`src/rtl/fifo_drain_reader.sv`:
```
// Consumer-side reader for the slow-clock FIFO: pops one word at a time, holds it on a
// display register with 7-segment decode, and keeps a running word count and XOR checksum.
module fifo_drain_reader #(
   parameter int unsigned DATA_WIDTH  = 4,
   parameter int unsigned HOLD_CYCLES = 2,
   parameter int unsigned COUNT_WIDTH = 8
) (
   input  logic                   reset,
   input  logic                   slow_clk,
   input  logic                   enable,
   input  logic                   fifo_empty,
   input  logic [DATA_WIDTH-1:0]  fifo_dout,
   output logic                   fifo_rd_en,
   output logic [DATA_WIDTH-1:0]  data_out,
   output logic                   data_valid,
   output logic                   busy,
   output logic [COUNT_WIDTH-1:0] word_count,
   output logic [DATA_WIDTH-1:0]  checksum,
   output logic [6:0]             seg
);

   typedef enum logic [1:0] {
      StIdle,
      StReq,
      StWait,
      StHold
   } state_e;

   localparam logic [7:0] HoldInit = 8'(HOLD_CYCLES - 1);

   state_e                 state_q, state_d;
   logic                   rd_en_q, rd_en_d;
   logic [DATA_WIDTH-1:0]  data_q, data_d;
   logic                   valid_q, valid_d;
   logic [COUNT_WIDTH-1:0] count_q, count_d;
   logic [DATA_WIDTH-1:0]  sum_q, sum_d;
   logic [7:0]             hold_q, hold_d;

   always_ff @(posedge slow_clk or posedge reset) begin
      if (reset) begin
         state_q <= StIdle;
         rd_en_q <= 1'b0;
         data_q  <= '0;
         valid_q <= 1'b0;
         count_q <= '0;
         sum_q   <= '0;
         hold_q  <= '0;
      end else begin
         state_q <= state_d;
         rd_en_q <= rd_en_d;
         data_q  <= data_d;
         valid_q <= valid_d;
         count_q <= count_d;
         sum_q   <= sum_d;
         hold_q  <= hold_d;
      end
   end

   always_comb begin
      state_d = state_q;
      rd_en_d = 1'b0;
      data_d  = data_q;
      valid_d = 1'b0;
      count_d = count_q;
      sum_d   = sum_q;
      hold_d  = hold_q;
      case (state_q)
         StIdle: begin
            if (enable && !fifo_empty) begin
               state_d = StReq;
               rd_en_d = 1'b1;
            end
         end
         StReq: begin
            state_d = StWait;
         end
         // FIFO output is registered, so the popped word is visible one cycle after REQ
         StWait: begin
            data_d  = fifo_dout;
            valid_d = 1'b1;
            count_d = count_q + COUNT_WIDTH'(1);
            sum_d   = sum_q ^ fifo_dout;
            hold_d  = HoldInit;
            state_d = StHold;
         end
         StHold: begin
            if (hold_q == 8'd0) begin
               state_d = StIdle;
            end else begin
               hold_d = hold_q - 8'd1;
            end
         end
         default: begin
            state_d = StIdle;
         end
      endcase
   end

   always_comb begin
      seg = 7'b1000000;
      case (data_q[3:0])
         4'h0: seg = 7'b1000000;
         4'h1: seg = 7'b1111001;
         4'h2: seg = 7'b0100100;
         4'h3: seg = 7'b0110000;
         4'h4: seg = 7'b0011001;
         4'h5: seg = 7'b0010010;
         4'h6: seg = 7'b0000010;
         4'h7: seg = 7'b1111000;
         4'h8: seg = 7'b0000000;
         4'h9: seg = 7'b0010000;
         4'hA: seg = 7'b0001000;
         4'hB: seg = 7'b0000011;
         4'hC: seg = 7'b1000110;
         4'hD: seg = 7'b0100001;
         4'hE: seg = 7'b0000110;
         4'hF: seg = 7'b0001110;
         default: seg = 7'b1000000;
      endcase
   end

   assign fifo_rd_en = rd_en_q;
   assign data_out   = data_q;
   assign data_valid = valid_q;
   assign busy       = (state_q != StIdle);
   assign word_count = count_q;
   assign checksum   = sum_q;

endmodule
```
`config.mk`:
```
export PLATFORM = sky130hd
export DESIGN_NAME = fifo_drain_reader
export DESIGN_NICKNAME = d
export VERILOG_FILES = /design/src/rtl/fifo_drain_reader.sv
export SDC_FILE = /design/constraint.sdc
export NUM_CORES = 1
export LEC_CHECK = 0
export ABC_AREA = 1
export BUFFER_PORTS_ARGS = -buffer_cell sky130_fd_sc_hd__buf_2
export CORE_MARGIN = 8
export CORE_UTILIZATION = 48
export CTS_BUF_LIST = sky130_fd_sc_hd__clkbuf_16
export DETAILED_ROUTE_END_ITERATION = 7
export GPL_TIMING_DRIVEN = 0
export PLACE_DENSITY = 0.83
export SYNTH_ARGS = -nofsm -noshare
export SYNTH_HDL_FRONTEND = slang
export SYNTH_SLANG_ARGS = --single-unit
export TNS_END_PERCENT = 1
```
`constraint.sdc`:
```
create_clock -name slow_clk -period 1.3 [get_ports slow_clk]
set_input_delay 0 -clock slow_clk [delete_from_list [all_inputs] [get_ports slow_clk]]
set_output_delay 0 -clock slow_clk [all_outputs]
set_load 0.03 [all_outputs]
```
==> impl_metrics.toml, run 1 <==
[synth]
synth_cell_area_sq_mm = 0.001572
synth_top_flop_cell = "sky130_fd_sc_hd__dfrtp_1"
yosysWarningCount = 0
syn_inst = 187
ys_seq_area_frac = 0.4459
avgSynthCellArea_sq_um = 8.404
synth-edff-count = 0
postSynth.asyncResetShare = 1.000
synth_nets = 206
number_of_library_cell_types_mapped_by_synthesis = 27
yosys_register_bits = 28

[cts]
cts_tree = "built"
worst_setup_hold_path_clk_slew_ns = 0.07
cts_num_sinks = 28
clock_insertion_delay_worst_skew_ns = 0.26
htree_levels = 1
bufs_on_longest_clock_path = 2
cts_made_buffers = 3
clk_root_buffer_cell = "sky130_fd_sc_hd__clkbuf_16"

[setup_path]
cp.required_ns = 1.30
worst_setup_path_start_kind = "flop"
worst_endpoint_data_arrival_time_ns = 1.57
setup.worst_path.class = "flop to output port"
crit_path_end_kind = "output port"
crit_fanout = 4

[global_routing]
grtUsageTotal = 0.1569
grt_first_pass_wirelength_um = 6658
grt_pass1_vias = 1425
globalRouteOverflowTotal = 0
maximum_number_of_pins_on_one_net_before_global_route_repair = 29
antenna_violations_before_repair = 0

[sta]
transition_at_the_pin_with_the_smallest_max_transition_slack_ns = 1.025
max_clock_freq_mhz = 635.1
final_report_setup_violation_count = 15
skew_ns = 0.003263
finalMaxSlewViolations = 0
rsz0062_at_grt = "yes"
final.min_clock_period_ns = 1.575
hold-worst-slack_ns = -0.02775
final.setup.worst_slack_ns = -0.2746
final_cycle_utilization_of_the_critical_path = 1.211
relSlewSlack = 0.3157
hold_viol_final = 28

[floorplan]
start_util = 0.5106
floorplan.die.height_um = 73.22
floorplan.die_area_sq_mm = 0.005361
design.core.area_sq_mm = 0.003078
io-pin-count = 34
row_count = 20
die_width_um = 73.22

[place]
gp_congestion = 0.8557
placement.io_buffers = 33
dpl.hpwl_um = 2360

[cells_and_area]
layout_commonest_cell = "sky130_fd_sc_hd__nand2_1"
layout.cells.most_common_list = "sky130_fd_sc_hd__nand2_1, sky130_fd_sc_hd__dfrtp_1, sky130_fd_sc_hd__buf_2, sky130_fd_sc_hd__buf_4, sky130_fd_sc_hd__inv_1"
final-seq-area_sq_um = 704.4
layout_overhead_on_the_synthesized_area_pct = 45.38
total_area_of_multi_input_combinational_cells_sq_um = 892.1
num-fill-cells = 213
layout.nets = 266
share_of_post_route_cells_with_drive_strength_above_1 = 0.4106
n_antenna_cell = 0

[run]
maxCapViolations = 0

[detailed_routing]
drt-wirelength-per-cell_um = 14.09
postRouteWirelength_um = 4087
route.antenna.remaining_nets = 0
total_via_count_in_the_routed_design = 1440
routed_via_density = 4.966
number_of_design_rule_violations_left_by_the_first_detailed_router_iteration = 87
number_of_detailed_route_iterations_in_the_first_pass = 4
drc_violation_count_after_routing = 0

[status]
failed_checks = "negative hold slack, negative setup slack"
status = "complete, but fails checks"

[worst_hold_path]
timing.hold.worst.class = "input port to async pin"
critical path: stages, from the launching register on:
cell                       delay, ns
sky130_fd_sc_hd__dfrtp_2        0.44
sky130_fd_sc_hd__ha_2           0.21
sky130_fd_sc_hd__nand2_1        0.11
sky130_fd_sc_hd__inv_1          0.09
sky130_fd_sc_hd__a211oi_2       0.22
sky130_fd_sc_hd__a21oi_2        0.06
sky130_fd_sc_hd__buf_4          0.17
per-stage QoR:
step / area [sq um] / std cells / TNS [ns] / utilization / setup slack, ns
6_report: 2285 / 290 / -1.510 / 0.7423 / -0.2746
5_1_grt: 2285 / 290 / -2.849 / 0.7423 / -0.2861
4_1_cts: 2236 / 286 / -0.9332 / 0.7264 / -0.1561
3_5_place_dp: 1824 / 264 / -2.257 / 0.5927 / -0.1877
3_3_place_gp: 1824 / 264 / -1.759 / 0.5927 / -0.1697
2_1_floorplan: 1604 / 187 / -0.5463 / - / -0.1079
layout make-up:
| class | count | area share |
|---|---|---|
| sequential | 28 | 0.3083 |
| clock buffer | 3 | 0.03286 |
| multi-input combinational | 128 | 0.3905 |
| clock inverter | 1 | 0.01314 |
| inverter | 28 | 0.05257 |
| tap | 44 | 0.02410 |
| buffer | 3 | 0.01314 |
| timing repair buffer | 55 | 0.1654 |
cell usage after synthesis (2+ instances only):
master | count | area share
sky130_fd_sc_hd__nand2_1 | 41 | 0.098
sky130_fd_sc_hd__dfrtp_1 | 28 | 0.45
sky130_fd_sc_hd__inv_1 | 26 | 0.062
sky130_fd_sc_hd__nor2_1 | 17 | 0.041
sky130_fd_sc_hd__nand3_1 | 12 | 0.038
sky130_fd_sc_hd__ha_1 | 11 | 0.088
sky130_fd_sc_hd__o21ai_0 | 11 | 0.035
sky130_fd_sc_hd__xor2_1 | 7 | 0.039
sky130_fd_sc_hd__xnor2_1 | 6 | 0.033
sky130_fd_sc_hd__nand4_1 | 4 | 0.016
sky130_fd_sc_hd__a21oi_1 | 3 | 0.0096
sky130_fd_sc_hd__buf_2 | 2 | 0.0064
sky130_fd_sc_hd__inv_2 | 2 | 0.0048
sky130_fd_sc_hd__nand2_2 | 2 | 0.0080
sky130_fd_sc_hd__nand2_4 | 2 | 0.014
sky130_fd_sc_hd__nor2_2 | 2 | 0.0080
final timing paths:
path / from / endpoint / slack (ns) / cells after the start
max: data_out[0] / seg[6] / -0.27 / 6
min: reset / data_out[3] / -0.03 / 2
max reg2reg: state_q[0] / word_count[6] / -0.06 / 6
min reg2reg: checksum[3] / checksum[3] / 0.47 / 1
max in group asynchronous: reset / state_q[1] / 0.63 / 2
min in group slow_clk: fifo_dout[1] / data_out[1] / 0.01 / 3
cell families (layout without fill, tap and decap cells):
| family | Yosys count | in the layout | share of synthesized area |
|---|---|---|---|
| AO/OA/AOI/OAI | 22 | 22 | 0.08201 |
| XOR/XNOR | 13 | 13 | 0.07245 |
| adder cells (fa/ha/maj) | 11 | 11 | 0.08758 |
| buffers and inverters | 31 | 90 | 0.07803 |
| flip-flops | 28 | 28 | 0.4459 |
| AND/OR/NAND/NOR | 82 | 82 | 0.2341 |
sequential cells by signal, indices dropped and copies added (netlist names):
name	cells
word_count	8
data_valid	1
hold_q	8
fifo_rd_en	1
checksum	4
data_out	4
state_q	2
routing by layer:
| metal | vias up | GRT usage | routed length [um] |
|---|---|---|---|
| li1 | 710 | - | - |
| met1 | 678 | 0.1691 | 1669 |
| met2 | 43 | 0.2870 | 2138 |
| met3 | 9 | 0.02335 | 183 |
| met4 | 0 | 0.08000 | 95 |
| met5 | - | 0 | 0 |
timing repair:
| action | in CTS | in global routing |
|---|---|---|
| endpoints found under the setup margin | 27 | 27 |
| hold buffers | 5 | 0 |
| hold endpoints to repair | 4 | 0 |
| gates resized for setup | 50 | 7 |
| buffers inserted | 13 | 4 |
| pin swaps | 7 | 4 |
Power of run 1 is left out: the tool's default activity adds up to more than one toggle a clock period on the data nets, which glitch-free logic cannot reach.
==> run 2, diff against run 1 <==
--- a/config.mk
+++ b/config.mk
@@ -11,8 +11,10 @@
 export CORE_UTILIZATION = 48
 export CTS_BUF_LIST = sky130_fd_sc_hd__clkbuf_16
 export DETAILED_ROUTE_END_ITERATION = 7
+export GPL_ROUTABILITY_DRIVEN = 0
 export GPL_TIMING_DRIVEN = 0
 export PLACE_DENSITY = 0.83
+export REMOVE_ABC_BUFFERS = 1
 export SYNTH_ARGS = -nofsm -noshare
 export SYNTH_HDL_FRONTEND = slang
 export SYNTH_SLANG_ARGS = --single-unit
==> run 2 against run 1 <==
  * Via count did not move
  * Global-route usage fell by 1.6 points
  * The flow still finishes with violations (negative hold slack, negative setup slack)
  * Fmax rose by 2.0%
  * Routed wire length rose by 1.9%
  * Critical path depth fell by 2
  * Final area fell by 2.1%
  * Setup slack improved by 0.031 ns
  * Sequential share of layout area rose by 0.77 points
  * Clock skew fell by 0.0015 ns
  * Cell count fell by 2.1%
  * Sequential cell count did not move
==> impl_metrics.toml, run 2 (same netlist as run 1, synthesis figures left out) <==
[cells_and_area]
layout.cells.most_common_list = "sky130_fd_sc_hd__nand2_1, sky130_fd_sc_hd__buf_2, sky130_fd_sc_hd__dfrtp_1, sky130_fd_sc_hd__buf_4, sky130_fd_sc_hd__inv_1"
n_antenna_cell = 0
layout_overhead_on_the_synthesized_area_pct = 42.36
layout.nets = 260
share_of_post_route_cells_with_drive_strength_above_1 = 0.4042
layout.core_utilization = 0.7268
layout_commonest_cell = "sky130_fd_sc_hd__nand2_1"

[setup_path]
worst_r2r_path_depth = 6
crit_path_end_kind = "output port"
worst_endpoint_data_arrival_time_ns = 1.54
setup.reg_to_reg.worst_slack_ns = -0.06
setup.worst_path.class = "flop to output port"
worst_setup_path_start_kind = "flop"
path_cells = "clkinv_4, ha_4, o311ai_1, buf_4"
regToRegEndpoint = "word_count[6]"
cp.required_ns = 1.30
reg2reg_from = "state_q[0]"
crit_fanout = 4
cp_slowest_cell = "sky130_fd_sc_hd__dfrtp_2"
worst_path_largest_cell_delay_ns = 0.44
cp_top_family = "flip-flops"
critical_path_buf_inv_count = 2

[floorplan]
floorplan.die.height_um = 73.22
start_util = 0.5106
row_count = 20
floorplan.die_area_sq_mm = 0.005361
die_width_um = 73.22
design.core.area_sq_mm = 0.003078
io-pin-count = 34

[global_routing]
globalRouteOverflowTotal = 0
grtUsageTotal = 0.1406
grt_first_pass_wirelength_um = 5982
maximum_number_of_pins_on_one_net_before_global_route_repair = 29
antenna_violations_before_repair = 0
grt_pass1_vias = 1395

[sta]
skew_ns = 0.001783
finalMaxSlewViolations = 0
final_report_setup_violation_count = 15
max_clock_freq_mhz = 647.7
hold-worst-slack_ns = -0.01929
hold_viol_final = 28
final.setup.worst_slack_ns = -0.2439
rsz0062_at_grt = "yes"
final_cycle_utilization_of_the_critical_path = 1.188
transition_at_the_pin_with_the_smallest_max_transition_slack_ns = 1.043
final.min_clock_period_ns = 1.544
relSlewSlack = 0.3040

[run]
maxCapViolations = 0

[detailed_routing]
route.antenna.remaining_nets = 0
met2RoutedLength_um = 2227
met1_length_um = 1621
postRouteWirelength_um = 4166
highest-signal-layer = "met4"
dr_wl_met3_um = 184
number_of_design_rule_violations_left_by_the_first_detailed_router_iteration = 36
number_of_detailed_route_iterations_in_the_first_pass = 4
routed_via_density = 5.070
drc_violation_count_after_routing = 0
total_via_count_in_the_routed_design = 1440
drt-wirelength-per-cell_um = 14.67

[cts]
cts_tree = "built"
bufs_on_longest_clock_path = 2
cts_made_buffers = 3
clock_insertion_delay_worst_skew_ns = 0.26
htree_levels = 1
cts_num_sinks = 28
worst_setup_hold_path_clk_slew_ns = 0.07
clk_root_buffer_cell = "sky130_fd_sc_hd__clkbuf_16"

[worst_hold_path]
timing.hold.worst.class = "input port to async pin"

[place]
dpl.hpwl_um = 2395
placement.io_buffers = 33

[status]
failed_checks = "negative hold slack, negative setup slack"
status = "complete, but fails checks"
run 2: cell count changes in the layout (fill, tap and decap cells not counted), sizes merged:
cell,change
buf,-4
clkbuf,-1
clkinv,+1
clkinvlp,-1
dlygate4sd3,-1
run 2: area by class of cell:
| cell class | count | area, sq um |
|---|---|---|
| clock buffers | 3 | 75.07 |
| clock inverters | 1 | 30.03 |
| fillers | 222 | 840.8 |
| inverters | 28 | 123.9 |
| multi-input cells | 128 | 888.4 |
| flip-flops and latches | 28 | 706.9 |
| well taps | 44 | 55.05 |
| repair buffers | 52 | 357.8 |
run 2: what timing repair did:
action	4_1_cts	5_1_grt
setup buffers	9	7
cloned	0	0
hold endpoints to repair	3	0
hold buffers	4	0
resized for setup	41	30
endpoints found under the setup margin	33	22
pin swaps	10	8
run 2: worst max-delay path by stage:
stage               cells past startpoint            end         from
detailed placement                      6  word_count[6]   state_q[0]
CTS                                     7         seg[0]  data_out[0]
global route                            4         seg[3]  data_out[1]
finish                                  4         seg[3]  data_out[1]
floorplan                               3         seg[3]  data_out[0]
global placement                        6  word_count[6]   state_q[0]
run 2: stage by stage:
step	setup WS [ns]	std cells	TNS [ns]	area, sq um
after CTS	-0.1784	278	-1.107	2108
after global routing	-0.2903	284	-2.816	2237
after global placement	-0.4745	261	-5.334	1774
after detailed placement	-0.5897	261	-6.652	1774
after floorplan	-0.9383	184	-3.477	1554
final	-0.2439	284	-1.514	2237
run 2: routing by layer:
layer  vias up  GRT usage
met1       685     0.1397
met3        13    0.03984
met2        43     0.2502
met5         -          0
met4         0    0.08889
li1        699          -
Power of run 2 is left out for the same reason.
==> run 3, diff against run 2 <==
--- a/config.mk
+++ b/config.mk
@@ -13,6 +13,7 @@
 export DETAILED_ROUTE_END_ITERATION = 7
 export GPL_ROUTABILITY_DRIVEN = 0
 export GPL_TIMING_DRIVEN = 0
+export HOLD_SLACK_MARGIN = 0.15
 export PLACE_DENSITY = 0.83
 export REMOVE_ABC_BUFFERS = 1
 export SYNTH_ARGS = -nofsm -noshare
==> run 3 against run 2 <==
  * The flow still finishes with violations (negative hold slack, negative setup slack)
  * Cell count decreased by 0.35%
  * Setup slack got worse by 0.0072 ns
  * Critical path depth increased by 2
  * Register-to-register slack about the same
  * Fmax decreased by 0.47%
  * First-iteration DRC count increased by 28%
  * Clock-buffer cell count unchanged
  * Final area decreased by 1.1%
  * Sequential share of layout area increased by 0.34 points
  * Routed wire length decreased by 6.0%
  * Core utilization decreased by 0.77 points
  * Hold slack improved by 0.0021 ns
  * Critical endpoint is now seg[5]
  * Largest cell class unchanged
==> impl_metrics.toml, run 3 (same netlist as run 1, synthesis figures left out) <==
[status]
status = "complete, but fails checks"
failed_checks = "negative hold slack, negative setup slack"

[global_routing]
grt_pass1_vias = 1429
antenna_violations_before_repair = 0
globalRouteOverflowTotal = 0
grt_first_pass_wirelength_um = 6189
grtUsageTotal = 0.1454
maximum_number_of_pins_on_one_net_before_global_route_repair = 29

[setup_path]
cp.required_ns = 1.30
worst_setup_path_start_kind = "flop"
regToRegEndpoint = "word_count[6]"
worst_endpoint_data_arrival_time_ns = 1.55
crit_path_end_kind = "output port"
setup.worst_path.class = "flop to output port"
crit_fanout = 4
reg2reg_from = "state_q[0]"
worst_r2r_path_depth = 6
setup.reg_to_reg.worst_slack_ns = -0.07

[cts]
cts_made_buffers = 3
worst_setup_hold_path_clk_slew_ns = 0.07
cts_tree = "built"
bufs_on_longest_clock_path = 2
cts_num_sinks = 28
hold_buffers = 6
clock_insertion_delay_worst_skew_ns = 0.26
clk_root_buffer_cell = "sky130_fd_sc_hd__clkbuf_16"
htree_levels = 1

[floorplan]
io-pin-count = 34
start_util = 0.5106
die_width_um = 73.22
design.core.area_sq_mm = 0.003078
floorplan.die_area_sq_mm = 0.005361
row_count = 20
floorplan.die.height_um = 73.22

[cells_and_area]
share_of_post_route_cells_with_drive_strength_above_1 = 0.3724
num-fill-cells = 223
layout_overhead_on_the_synthesized_area_pct = 40.84
layout_commonest_cell = "sky130_fd_sc_hd__nand2_1"
layout.cells.most_common_list = "sky130_fd_sc_hd__nand2_1, sky130_fd_sc_hd__buf_2, sky130_fd_sc_hd__dfrtp_1, sky130_fd_sc_hd__inv_1, sky130_fd_sc_hd__buf_4"
n_antenna_cell = 0
layout.nets = 259

[sta]
final_report_setup_violation_count = 14
hold_viol_final = 28
final.setup.worst_slack_ns = -0.2511
skew_ns = 0.001710
rsz0062_at_grt = "yes"
transition_at_the_pin_with_the_smallest_max_transition_slack_ns = 1.043
relSlewSlack = 0.3036
max_clock_freq_mhz = 644.7
final.min_clock_period_ns = 1.551
final_cycle_utilization_of_the_critical_path = 1.193
setup_tns_ns = -1.263
finalMaxSlewViolations = 0
hold-worst-slack_ns = -0.01723

[detailed_routing]
total_via_count_in_the_routed_design = 1418
route.antenna.remaining_nets = 0
routed_via_density = 5.011
number_of_design_rule_violations_left_by_the_first_detailed_router_iteration = 46
postRouteWirelength_um = 3914
number_of_detailed_route_iterations_in_the_first_pass = 5
drc_violation_count_after_routing = 0
drt-wirelength-per-cell_um = 13.83

[worst_hold_path]
timing.hold.worst.class = "input port to async pin"

[run]
maxCapViolations = 0

[place]
placement.io_buffers = 33
dpl.hpwl_um = 2395
## run 3: cell count changes in the layout (fill, tap and decap cells not counted), sizes merged
cell,delta
buf,-3
dlygate4sd3,+2
## run 3: through the flow
step,instance area (sq um),utilization,setup slack (ns),hold slack [ns],std cells
after floorplan,1554,-,-0.9383,0.06541,184
after global placement,1774,0.5764,-0.4745,0.1718,261
after detailed placement,1774,0.5764,-0.5897,0.1780,261
after CTS,2128,0.6915,-0.1784,0.02241,280
after global routing,2213,0.7191,-0.2876,0.09677,283
final,2213,0.7191,-0.2511,-0.01723,283
## run 3: worst max-delay path by stage
stage	startpoint	to	slack, ns	cells past startpoint
finish	data_out[1]	seg[5]	-0.25	6
global route	data_out[1]	seg[5]	-0.29	6
CTS	data_out[0]	seg[0]	-0.18	7
detailed placement	state_q[0]	word_count[6]	-0.59	6
global placement	state_q[0]	word_count[6]	-0.47	6
floorplan	data_out[0]	seg[3]	-0.94	3
## run 3: area by class of cell
cell class                 count  area, sq um  share of cell area
clock inverter                 1        30.03             0.01357
sequential                    28        706.9              0.3194
tap                           44        55.05             0.02487
clock buffer                   3        75.07             0.03392
multi-input combinational    128        874.6              0.3951
timing repair buffer          51        347.8              0.1572
inverter                      28        123.9             0.05596
## run 3: per-layer routing
metal / global-route usage / routed length, um
met1: 0.1478 / 1538
met2: 0.2582 / 2079
met3: 0.03846 / 207
met4: 0.08889 / 88
met5: 0 / 0
## run 3: timing repair
action / in CTS / in global routing
gates resized for setup: 41 / 24
buffers inserted: 9 / 3
hold endpoints to repair: 37 / 28
pin swaps: 10 / 6
endpoints found under the setup margin: 33 / 22
cloned: 0 / 0
## run 3: critical path, cell delays in order, from the launching register on
cell and delay, ns:
sky130_fd_sc_hd__dfrtp_2 0.45, sky130_fd_sc_hd__ha_2 0.20, sky130_fd_sc_hd__nand2_1 0.08, sky130_fd_sc_hd__inv_1 0.07, sky130_fd_sc_hd__o21ai_1 0.19, sky130_fd_sc_hd__o31ai_1 0.12
sky130_fd_sc_hd__buf_4 0.18
Power of run 3 is left out for the same reason.
